**config.mk**
```make
export PLATFORM = sky130hd
export DESIGN_NAME = odd_pipe_writeback_flat
export DESIGN_NICKNAME = d
export VERILOG_FILES = /design/src/rtl/odd_pipe_writeback_if.sv /design/src/rtl/odd_pipe_writeback.sv /design/src/flat_wrapper.sv
export SDC_FILE = /design/constraint.sdc
export NUM_CORES = 1
export LEC_CHECK = 0
export BUFFER_PORTS_ARGS = -buffer_cell sky130_fd_sc_hd__buf_2
export CORE_MARGIN = 4
export CORE_UTILIZATION = 49
export CTS_BUF_LIST = sky130_fd_sc_hd__clkbuf_16
export CTS_CLUSTER_SIZE = 10
export DETAILED_ROUTE_END_ITERATION = 7
export PLACE_DENSITY_LB_ADDON = 0.05
export SYNTH_ARGS = -nofsm -noshare
export SYNTH_HDL_FRONTEND = slang
export SYNTH_SLANG_ARGS = --single-unit
```
**constraint.sdc**
```tcl
create_clock -name clock -period 34.4 [get_ports clock]
set_input_delay 1.72 -clock clock [delete_from_list [all_inputs] [get_ports clock]]
set_output_delay 1.72 -clock clock [all_outputs]
set_load 0.02 [all_outputs]
```
**src/rtl/odd_pipe_writeback_if.sv**
```systemverilog
// Bundle between the odd-pipe writeback stage, the register file and the issue stage.
// slave = the writeback block, master = its environment.
interface odd_pipe_writeback_if #(
  parameter int ADDR_W = 7,
  parameter int DATA_W = 128,
  parameter int LAT_W  = 7
);
  localparam int OP_W = DATA_W + ADDR_W + 1 + LAT_W;

  logic [OP_W-1:0]   out_op;
  logic              flush;
  logic              rf_wrt_en;
  logic [ADDR_W-1:0] rf_wrt_addr;
  logic [DATA_W-1:0] rf_wrt_data;
  logic [ADDR_W-1:0] fwd_addr_a;
  logic [ADDR_W-1:0] fwd_addr_b;
  logic              fwd_hit_a;
  logic              fwd_hit_b;
  logic [DATA_W-1:0] fwd_data_a;
  logic [DATA_W-1:0] fwd_data_b;
  logic              fwd_pend_a;
  logic              fwd_pend_b;
  logic              lat_err;

  modport slave (
    input  out_op, flush, fwd_addr_a, fwd_addr_b,
    output rf_wrt_en, rf_wrt_addr, rf_wrt_data,
           fwd_hit_a, fwd_hit_b, fwd_data_a, fwd_data_b,
           fwd_pend_a, fwd_pend_b, lat_err
  );

  modport master (
    output out_op, flush, fwd_addr_a, fwd_addr_b,
    input  rf_wrt_en, rf_wrt_addr, rf_wrt_data,
           fwd_hit_a, fwd_hit_b, fwd_data_a, fwd_data_b,
           fwd_pend_a, fwd_pend_b, lat_err
  );
endinterface

```
**src/rtl/odd_pipe_writeback.sv**
```systemverilog
// Odd-pipe result staging pipe with register-file writeback and two forwarding lookup ports.
// ODD_WB_FWD_EN defined: ready entries forward; undefined: any match only reports pending.
module odd_pipe_writeback #(
  parameter int DEPTH  = 7,
  parameter int ADDR_W = 7,
  parameter int DATA_W = 128
) (
  input logic                clock,
  input logic                reset,
  odd_pipe_writeback_if.slave bus
);
  localparam int LAT_W = 7;
  localparam int LW    = $clog2(DEPTH + 1);

  logic [DATA_W-1:0] op_data;
  logic [ADDR_W-1:0] op_addr;
  logic              op_wen;
  logic [LAT_W-1:0]  op_lat;
  logic              cap_vld;
  logic              lat_big;

  assign op_data = bus.out_op[DATA_W-1:0];
  assign op_addr = bus.out_op[DATA_W+ADDR_W-1:DATA_W];
  assign op_wen  = bus.out_op[DATA_W+ADDR_W];
  assign op_lat  = bus.out_op[DATA_W+ADDR_W+LAT_W:DATA_W+ADDR_W+1];
  assign cap_vld = op_wen & ~bus.flush;
  assign lat_big = op_lat > LAT_W'(DEPTH);

  // Index 0 is stage s1 (youngest), index DEPTH-1 is the writeback stage.
  logic [DEPTH-1:0]             vld_q, vld_d;
  logic [DEPTH-1:0][DATA_W-1:0] data_q, data_d;
  logic [DEPTH-1:0][ADDR_W-1:0] addr_q, addr_d;
  logic                         lat_err_q, lat_err_d;
  logic                         rf_en_q, rf_en_d;
  logic [ADDR_W-1:0]            rf_addr_q, rf_addr_d;
  logic [DATA_W-1:0]            rf_data_q, rf_data_d;

  always_comb begin
    vld_d     = {vld_q[DEPTH-2:0], cap_vld};
    data_d    = {data_q[DEPTH-2:0], op_data};
    addr_d    = {addr_q[DEPTH-2:0], op_addr};
    lat_err_d = lat_err_q | (cap_vld & lat_big);
    rf_en_d   = vld_q[DEPTH-1];
    rf_addr_d = addr_q[DEPTH-1];
    rf_data_d = data_q[DEPTH-1];
  end

  always_ff @(posedge clock or posedge reset) begin
    if (reset) begin
      vld_q     <= '0;
      data_q    <= '0;
      addr_q    <= '0;
      lat_err_q <= 1'b0;
      rf_en_q   <= 1'b0;
      rf_addr_q <= '0;
      rf_data_q <= '0;
    end else begin
      vld_q     <= vld_d;
      data_q    <= data_d;
      addr_q    <= addr_d;
      lat_err_q <= lat_err_d;
      rf_en_q   <= rf_en_d;
      rf_addr_q <= rf_addr_d;
      rf_data_q <= rf_data_d;
    end
  end

`ifdef ODD_WB_FWD_EN
  // Decoded latency is only needed to judge readiness, so it exists only with forwarding.
  logic [DEPTH-1:0][LW-1:0] lat_q, lat_d;
  logic [LW-1:0]            lat_dec;

  always_comb begin
    if (op_lat == '0)
      lat_dec = LW'(1);
    else if (lat_big)
      lat_dec = LW'(DEPTH);
    else
      lat_dec = op_lat[LW-1:0];
    lat_d = {lat_q[DEPTH-2:0], lat_dec};
  end

  always_ff @(posedge clock or posedge reset) begin
    if (reset)
      lat_q <= '0;
    else
      lat_q <= lat_d;
  end
`endif

  logic [1:0][ADDR_W-1:0] q_addr;
  logic [1:0]             q_hit;
  logic [1:0]             q_pend;
  logic [1:0][DATA_W-1:0] q_data;

  assign q_addr[0] = bus.fwd_addr_a;
  assign q_addr[1] = bus.fwd_addr_b;

  // Scan oldest to youngest so the youngest match is the last one written.
  always_comb begin
    q_hit  = '0;
    q_pend = '0;
    q_data = '0;
    for (int p = 0; p < 2; p++) begin
      for (int k = DEPTH - 1; k >= 0; k--) begin
        if (vld_q[k] && addr_q[k] == q_addr[p]) begin
`ifdef ODD_WB_FWD_EN
          if (LW'(k + 1) >= lat_q[k]) begin
            q_hit[p]  = 1'b1;
            q_pend[p] = 1'b0;
            q_data[p] = data_q[k];
          end else begin
            q_hit[p]  = 1'b0;
            q_pend[p] = 1'b1;
            q_data[p] = '0;
          end
`else
          q_pend[p] = 1'b1;
`endif
        end
      end
    end
  end

  assign bus.rf_wrt_en   = rf_en_q;
  assign bus.rf_wrt_addr = rf_addr_q;
  assign bus.rf_wrt_data = rf_data_q;
  assign bus.lat_err     = lat_err_q;
  assign bus.fwd_hit_a   = q_hit[0];
  assign bus.fwd_hit_b   = q_hit[1];
  assign bus.fwd_pend_a  = q_pend[0];
  assign bus.fwd_pend_b  = q_pend[1];
  assign bus.fwd_data_a  = q_data[0];
  assign bus.fwd_data_b  = q_data[1];
endmodule

```
**src/flat_wrapper.sv**
```systemverilog
// flat-port wrapper written by rule: the top's interface ports become plain ports
module odd_pipe_writeback_flat 
#(
  parameter int DEPTH  = 7,
  parameter int ADDR_W = 7,
  parameter int DATA_W = 128
)
  (clock, reset, bus_out_op, bus_flush, bus_fwd_addr_a, bus_fwd_addr_b, bus_rf_wrt_en, bus_rf_wrt_addr, bus_rf_wrt_data, bus_fwd_hit_a, bus_fwd_hit_b, bus_fwd_data_a, bus_fwd_data_b, bus_fwd_pend_a, bus_fwd_pend_b, bus_lat_err);
  odd_pipe_writeback_if #(.ADDR_W(ADDR_W), .DATA_W(DATA_W)) bus_i ();
  input logic clock;
  input logic reset;
  input wire logic [$bits(bus_i.out_op)-1:0] bus_out_op;
  input wire logic [$bits(bus_i.flush)-1:0] bus_flush;
  input wire logic [$bits(bus_i.fwd_addr_a)-1:0] bus_fwd_addr_a;
  input wire logic [$bits(bus_i.fwd_addr_b)-1:0] bus_fwd_addr_b;
  output wire logic [$bits(bus_i.rf_wrt_en)-1:0] bus_rf_wrt_en;
  output wire logic [$bits(bus_i.rf_wrt_addr)-1:0] bus_rf_wrt_addr;
  output wire logic [$bits(bus_i.rf_wrt_data)-1:0] bus_rf_wrt_data;
  output wire logic [$bits(bus_i.fwd_hit_a)-1:0] bus_fwd_hit_a;
  output wire logic [$bits(bus_i.fwd_hit_b)-1:0] bus_fwd_hit_b;
  output wire logic [$bits(bus_i.fwd_data_a)-1:0] bus_fwd_data_a;
  output wire logic [$bits(bus_i.fwd_data_b)-1:0] bus_fwd_data_b;
  output wire logic [$bits(bus_i.fwd_pend_a)-1:0] bus_fwd_pend_a;
  output wire logic [$bits(bus_i.fwd_pend_b)-1:0] bus_fwd_pend_b;
  output wire logic [$bits(bus_i.lat_err)-1:0] bus_lat_err;
  assign bus_i.out_op = bus_out_op;
  assign bus_i.flush = bus_flush;
  assign bus_i.fwd_addr_a = bus_fwd_addr_a;
  assign bus_i.fwd_addr_b = bus_fwd_addr_b;
  assign bus_rf_wrt_en = bus_i.rf_wrt_en;
  assign bus_rf_wrt_addr = bus_i.rf_wrt_addr;
  assign bus_rf_wrt_data = bus_i.rf_wrt_data;
  assign bus_fwd_hit_a = bus_i.fwd_hit_a;
  assign bus_fwd_hit_b = bus_i.fwd_hit_b;
  assign bus_fwd_data_a = bus_i.fwd_data_a;
  assign bus_fwd_data_b = bus_i.fwd_data_b;
  assign bus_fwd_pend_a = bus_i.fwd_pend_a;
  assign bus_fwd_pend_b = bus_i.fwd_pend_b;
  assign bus_lat_err = bus_i.lat_err;
  odd_pipe_writeback #(.DEPTH(DEPTH), .ADDR_W(ADDR_W), .DATA_W(DATA_W)) u_core (.clock(clock), .reset(reset), .bus(bus_i));
endmodule
```
==> results_dict.tcl <==
set metrics [dict create \
    status "finished clean" \
    dr_total_vias 11400 \
    period_share_pct 15.2 \
    netlist_area_um2 30500 \
    io_pins 557 \
    grt_pass1_wl_mm 68.0 \
    pwr-share-comb_pct 3.7 \
    syn_to_final_growth_pct 15.3 \
    dpl_worst_slack_ps 28210 \
    path_clk_slew_ps 50 \
    gp_congestion 0.791 \
    ys_warn_count 0 \
    cts_tree "built" \
    p_clk_share_pct 41.8 \
    r2r-end "u_core.addr_d[16]" \
    synth.avg_cell_area_um2 20.2 \
    synthCells 1508 \
    synth_top_family_by_area "buffers and inverters" \
    die_area_um2 66200 \
    worstReg2RegStart "u_core.addr_d[9]" \
    final_core_util_pct 57.0 \
    maxCapViolCount 0 \
    synth.distinct_cells 15 \
    slew-limit-headroom_pct 25.8 \
    cts-hold-fix-buffers 0 \
    timing.fmax_mhz 191 \
    skew_ps 15.9 \
    die_y_um 257 \
    drc 0 \
    critPathKind "input port to async pin" \
    final_cell_count_no_fill 2770 \
    io_buffers 295 \
    drt_first_pass_iters 4 \
    synth_seq_cells 1089 \
    first_global_vias 12600 \
    min_delay_worst_endpoint "u_core.data_d[497]" \
    num-nets-final 2077 \
    viasPerCell 4.11 \
    synth.mux.area_fraction_pct 0 \
    fin_tns_setup_ps 0 \
    cts_root_buffer "clkbuf_16" \
    rows 91 \
    whs_path_depth 0 \
    min_period_ps 5230 \
    ctsResizeCount 0 \
    dp.cells 2633 \
    p_switching_w 0.000526 \
    rsz0062_at_grt "false" \
    drv_slew 0 \
    final_cell_mix "dfrtp_1, buf_2, conb_1" \
    antenna_found_initial 9 \
    layout_commonest_cell "dfrtp_1" \
    yosys.area_share.adder_pct 0 \
    htree_levels 3 \
    p_seq_share_pct 54.5 \
    worstPathMaxFanout 197 \
    setup_ws_ps 29170 \
    setup-violations-final 0 \
    worst_slew_pin_slew_ps 1110 \
    track_usage_pct 13.2 \
    dp.final_hpwl_mm 26.3 \
    final-hold-violation-count 0 \
    die_w_um 257 \
    coreArea_um2 61600 \
    drive_gt1_share_pct 22.3 \
    min_from "u_core.data_d[369]" \
    arrival_ps 5850 \
    hold_path_class "flop to flop" \
    total_power_w 0.00251 \
    clock_sinks 1089 \
    p_leak_nw 16.6 \
    cp-end-kind "async pin" \
    wl_mm 42.5 \
    peakVddDrop_mv 0.0459 \
    r2r_cells 0 \
    ys_seq_area_share_pct 89.5 \
    p_int_w 0.00198 \
    antenna_left 0 \
    critPathLaunchType "input port" \
    wire_per_inst_um 15.4 \
    numCtsBuffers 119 \
    synth-compound-area-share_pct 0.123 \
    swShare_pct 21.0 \
    drtIter0Drc 590 \
    required_ps 35020 \
    start_util_pct 49.5 \
    clockBufferDepth 3 \
    grt_max_degree 198 \
    yosys.area_share.simple_pct 0.768 \
    synth_xor_area_share_pct 2.82 \
    grt-ovfl-total 0 \
    power.density_cell_area_nw_per_um2 71.4 \
    r2r_slack_ps 33750 \
    clkLatencyLatePin_ps 650 \
    post-cts-setup-buffers 0 \
]
## critical path: stages
cell	delay, ps
buf_2	130
inv_8	620
buf_12	730
buf_4	850
buf_12	700
buf_12	680
## routing by layer
layer,wire [um],vias up,part of all wire (%),track usage (%)
li1,-,4947,-,-
met1,15800,5889,37,16.2
met5,83,-,0.20,0
met3,3860,115,9.1,4.53
met2,21500,408,50,21.5
met4,1290,14,3.0,5.65
## flip-flops by register name, summed over array words and instances (netlist names)
| name | cells |
|---|---|
| u_core.bus.lat_err | 1 |
| u_core.bus.rf_wrt_data | 128 |
| u_core.bus.rf_wrt_en | 1 |
| u_core.addr_d | 42 |
| u_core.data_d | 768 |
| u_core.bus.rf_wrt_addr | 7 |
| u_core.vld_q | 7 |
| u_core.rf_addr_d | 7 |
| u_core.rf_data_d | 128 |
## cells by family after synthesis
logic type,after synthesis
other,1
AND/OR/NAND/NOR,40
XOR/XNOR,98
AO/OA/AOI/OAI,7
buffers and inverters,273
flip-flops,1089
## power by group through the flow
| stage | Combinational, W | Sequential, W | Clock (W) |
|---|---|---|---|
| detailed placement | 0.0000959 | 0.00139 | 0 |
| finish | 0.0000938 | 0.00137 | 0.00105 |
| global placement | 0.0000948 | 0.00139 | 0 |
| global route | 0.000104 | 0.00137 | 0.00114 |
| floorplan | 0.0000785 | 0.00140 | 0 |
| CTS | 0.0000961 | 0.00137 | 0.00109 |
## how the worst max path moves through the flow
stage	from	to	cells after the start	slack, ps
final	reset	u_core.data_d[778]	6	29170
after global routing	reset	u_core.data_d[630]	6	28340
after CTS	reset	u_core.data_d[698]	6	28940
after detailed placement	reset	u_core.data_d[220]	6	28210
after global placement	reset	u_core.data_d[186]	6	28350
after floorplan	reset	u_core.addr_d[10]	1	2020
## cell type report
cell class / count / area [um^2]
Antenna cell: 3 / 7.51
Clock buffer: 121 / 3030
Inverter: 1 / 11.3
Sequential cell: 1089 / 27300
Multi-Input combinational cell: 403 / 2100
Fill cell: 4695 / 26500
Tap cell: 837 / 1050
Clock inverter: 13 / 110
Timing Repair Buffer: 303 / 1570
## stage by stage
stage               hold WS, ps  cell area [um^2]
detailed placement          335             32000
floorplan                   331             31400
finish                      336             35100
CTS                         337             35100
global route                345             35100
global placement            331             32000
## cell usage after synthesis, drive strengths merged
| library cell | n | area (um^2) |
|---|---|---|
| a21o | 1 | 7.51 |
| nor2b | 1 | 6.26 |
| or4 | 3 | 22.5 |
| dfrtp | 1089 | 27300 |
| nor4 | 6 | 37.5 |
| xnor2 | 62 | 543 |
| buf | 272 | 2080 |
| conb | 1 | 3.75 |
| inv | 1 | 3.75 |
| xor2 | 36 | 315 |
| o21ai | 6 | 30.0 |
| nand4 | 22 | 138 |
| nor2 | 8 | 30.0 |
No activity file was read; power rests on OpenSTA's default activity.
